===== src/rtl/step_counter_pkg.sv =====
// Shared types and defaults for the multiplier step counter and its controller.
package step_counter_pkg;

   typedef enum logic [1:0] {
      ST_IDLE = 2'd0,
      ST_RUN  = 2'd1,
      ST_DONE = 2'd2
   } state_t;

   localparam int DEFAULT_WIDTH = 4;

endpackage


===== src/rtl/step_counter.sv =====
// Loadable down-counter with advance-enable, busy/last status and terminal flag K.
// Define STEP_COUNTER_AUTORELOAD_EN to restart each run automatically from the last loaded Steps.
module step_counter
   import step_counter_pkg::*;
#(
   parameter int WIDTH = DEFAULT_WIDTH
) (
   input  logic             i_clk,
   input  logic             i_reset,
   input  logic             i_load,
   input  logic             i_en,
   input  logic [WIDTH-1:0] i_steps,
   output logic [WIDTH-1:0] o_count,
   output logic             o_busy,
   output logic             o_last,
   output logic             o_k
);

   localparam logic [WIDTH-1:0] ONE = {{(WIDTH-1){1'b0}}, 1'b1};

   state_t           r_state;
   logic [WIDTH-1:0] r_count;
   logic             r_busy;
   logic             r_k;
`ifdef STEP_COUNTER_AUTORELOAD_EN
   logic [WIDTH-1:0] r_reload;
`endif

   always_ff @(posedge i_clk or posedge i_reset) begin
      if (i_reset) begin
         r_state <= ST_IDLE;
         r_count <= '0;
         r_busy  <= 1'b0;
         r_k     <= 1'b0;
`ifdef STEP_COUNTER_AUTORELOAD_EN
         r_reload <= '0;
`endif
      end else if (i_load) begin
         // Load overrides En and any terminal step in progress
         r_count <= i_steps;
`ifdef STEP_COUNTER_AUTORELOAD_EN
         r_reload <= i_steps;
`endif
         if (i_steps == '0) begin
            r_state <= ST_DONE;
            r_busy  <= 1'b0;
            r_k     <= 1'b1;
         end else begin
            r_state <= ST_RUN;
            r_busy  <= 1'b1;
            r_k     <= 1'b0;
         end
      end else begin
         case (r_state)
            ST_RUN: begin
               if (i_en) begin
                  if (r_count == ONE) begin
                     r_count <= '0;
                     r_state <= ST_DONE;
                     r_busy  <= 1'b0;
                     r_k     <= 1'b1;
                  end else begin
                     r_count <= r_count - ONE;
                  end
               end
            end
            ST_DONE: begin
`ifdef STEP_COUNTER_AUTORELOAD_EN
               // A zero reload value leaves DONE sticky
               if (r_reload != '0) begin
                  r_count <= r_reload;
                  r_state <= ST_RUN;
                  r_busy  <= 1'b1;
                  r_k     <= 1'b0;
               end
`endif
            end
            default: ;
         endcase
      end
   end

   assign o_count = r_count;
   assign o_busy  = r_busy;
   assign o_k     = r_k;
   assign o_last  = (r_state == ST_RUN) && (r_count == ONE);

endmodule


===== config.mk =====
export PLATFORM = sky130hd
export DESIGN_NAME = step_counter
export DESIGN_NICKNAME = d
export VERILOG_FILES = /design/src/rtl/step_counter_pkg.sv /design/src/rtl/step_counter.sv
export SDC_FILE = /design/constraint.sdc
export NUM_CORES = 1
export LEC_CHECK = 0
export ABC_AREA = 1
export CAP_MARGIN = 10
export CORE_AREA = 3 3 40 42
export CTS_CLUSTER_SIZE = 8
export DETAILED_ROUTE_END_ITERATION = 12
export DIE_AREA = 0 0 43 45
export PLACE_DENSITY = 0.65
export SLEW_MARGIN = 20
export SYNTH_ARGS = -nofsm -noshare
export SYNTH_HDL_FRONTEND = slang
export SYNTH_SLANG_ARGS = --single-unit
export TNS_END_PERCENT = 30

===== constraint.sdc =====
create_clock -name i_clk -period 1.2 [get_ports i_clk]
set_clock_uncertainty 0.05 [all_clocks]
set_input_delay 0.18 -clock i_clk [delete_from_list [all_inputs] [get_ports i_clk]]
set_output_delay 0.18 -clock i_clk [all_outputs]
set_load 0.01 [all_outputs]

==> reports/results.tsv <==
metric	value	unit
outcome	finished with violations	
failing checks	negative setup slack	
Tightest Pin Transition	0.258	ns
CTS buffer count	3	
FMAX	742	MHz
Clock Latency Late Sink	0.25	ns
worst reg2reg setup slack	-0.03	ns
DIE WIDTH	43	µm
H-tree depth	1	
post-route cell area	699	µm²
dpl cell area	647	µm²
DRC	0	
Root Driver	clkbuf_4	
Fin. Hold Viols	0	
via/cell ratio	4.66	
Synth Register Bits	6	
Cell Area, Synth	398	µm²
Slowest cell on crit path	dfrtp_1	
Boundary Pins	15	
Max Root-Sink Buffers	2	
Yosys cell types	15	
Hold Crit Class	input pin to async pin	
row count	13	
nature of the critical path startpoint	flop	
first-pass GRT wire length	1610	µm
Initial Util	0.310	
nets@finish	101	
overall power	0.947	mW
maximum net fanout on the critical path	2	
critical setup path kind	flop to primary output	
Clock transition at path regs	0.05	ns
vias in the first global route	425	
final WL	1110	µm
Buf/Inv on CP	2	
sequential cell area fraction in the yosys report	0.377	
hold_ws	0.105	ns
fin crit share	1.12	
Sink Count	6	
Die ar.	1940	µm²
crit path DAT	1.12	ns
RSZ-0062 raised after global routing	true	
Required @ worst endpoint	0.97	ns
CP peak stage delay	0.39	ns
Mean Syn Cell Area	6.98	µm²
Detail Placement HPWL	823	µm
Pleak	0.371	nW
maximum vdd drop	474	µV
largest net degree at the start of global routing	7	
power density over cell area	1350	nW/µm²
Cell Chain, Critical Path	inv_2, ha_4, nand2_2, nor2_1, buf_2	
Max-cap violations	0	
CTS tree	done	
grt ovf	0	
via total after detailed routing	485	
Global Route Usage Sum	0.115	
core area	1280	µm²
Final setup viols	4	
Buffers on Ports	14	
initial antenna violation count	0	
ANT nets after route	0	
Routed WL per cell	10.6	µm
Post-Place Worst Slack	-0.320	ns
Ys Warns	0	
layout cell share with drive strength beyond 1	0.404	
layout overhead on the synthesized area	75.8	%
Crit. End Element	primary output	
Initial DRT Pass Iterations	4	
Die Ht	45	µm
Final WS setup	-0.147	ns
Max-slew headroom	0.828	
diode count	0	
syn nets	67	
Top delay family on crit path	flip-flops	
Final Max Slew Viols	0	
Gate Count Post-Synth	57	
min cycle time layout	1.35	ns
DRT iter0 DRCs	11	
RD Place Congestion	0.704	
-- stage by stage --
stage | utilization | setup TNS [ns] | std cells
global route | 0.544 | -0.511 | 104
finish | 0.544 | -0.265 | 104
detailed placement | 0.503 | -0.644 | 98
CTS | 0.545 | -0.256 | 104
global placement | 0.503 | -0.510 | 98
floorplan | - | 0 | 57
-- worst register-to-register path, cell delays in order, from the launching register on --
cell     delay (ns)
dfrtp_1        0.36
inv_2          0.06
buf_4          0.13
buf_6          0.11
ha_4           0.25
o21ai_1        0.05
nand2_1        0.05
o21ai_1        0.06
-- logic make-up (layout without fill, tap and decap cells) --
group	Yosys count	after routing	share of synthesized area
buffers and inverters	7	39	0.0660
adders and majority gates	2	2	0.0629
xor gates and xnor gates	1	1	0.0220
DFF	6	6	0.377
and+or+nand+nor	37	37	0.421
AOI/OAI and AO/OA	4	4	0.0503
-- registers in the layout, indices dropped and copies added (netlist names) --
| register | cells |
|---|---|
| o_busy | 1 |
| o_count | 4 |
| r_state | 1 |
-- synthesized netlist by cell type --
master | count | share of area
ha_1 | 2 | 0.063
nand3_2 | 1 | 0.025
nand3_1 | 3 | 0.038
xor2_1 | 1 | 0.022
nand2_4 | 1 | 0.028
nor2_1 | 5 | 0.047
o21ai_1 | 1 | 0.013
o21ai_0 | 3 | 0.038
dfrtp_1 | 6 | 0.38
inv_2 | 1 | 0.0094
nor2_2 | 1 | 0.016
nand2_1 | 23 | 0.22
nand3b_1 | 1 | 0.019
inv_1 | 6 | 0.057
nand2_2 | 2 | 0.031
-- area by class of cell --
class	count	area, µm²
inverter	7	26.3
sequential	6	150
fill	133	586
multi-input combinational	44	254
timing repair buffer	29	228
tap	15	18.8
clock buffer	3	22.5
-- cells in the final DEF (no fill, tap or decap) --
cell type and instances:
nand2_1 22, clkbuf_4 3, inv_1 4, nor2_2 1, buf_2 6, ha_4 2, dfrtp_1 6, xor2_1 1
o21ai_1 3, nand3_1 3, nand3_2 1, buf_4 14, nand2_4 2, o21ai_0 1, nand2_2 2, clkdlybuf4s50_1 7
inv_2 3, buf_6 1, nor2_1 5, clkdlybuf4s15_2 1, nand3b_1 1
-- where the power goes --
part           leakage, nW  total [mW]  internal (mW)  switching (mW)
clock               0.0138       0.197          0.114          0.0830
combinational        0.286       0.480          0.251           0.228
sequential          0.0714       0.270          0.242          0.0283
total                0.371       0.947          0.607           0.340
-- routing by layer --
metal / GRT usage / wire length (µm) / vias to the layer above
met5: 0 / 0 / -
met4: 0.108 / 17 / 0
met3: 0.0159 / 43 / 2
met2: 0.183 / 549 / 14
met1: 0.134 / 495 / 226
li1: - / - / 243
-- what timing repair did --
action,4_1_cts,5_1_grt
setup endpoints to repair,8,8
pin swaps,5,1
resized for setup,35,2
hold buffers,0,0
setup buffers,3,0
-- final timing paths --
path / to / start / depth (start not counted)
hold reg to reg: r_state[1] / r_state[1] / 3
setup reg to reg: o_count[1] / o_count[1] / 7
setup / recovery: o_last / o_count[1] / 5
max in group asynchronous: o_count[1] / i_reset / 2
hold / removal: o_count[3] / i_reset / 2
min in group i_clk: r_state[1] / r_state[1] / 3
Power figures use the tool's default switching activity.
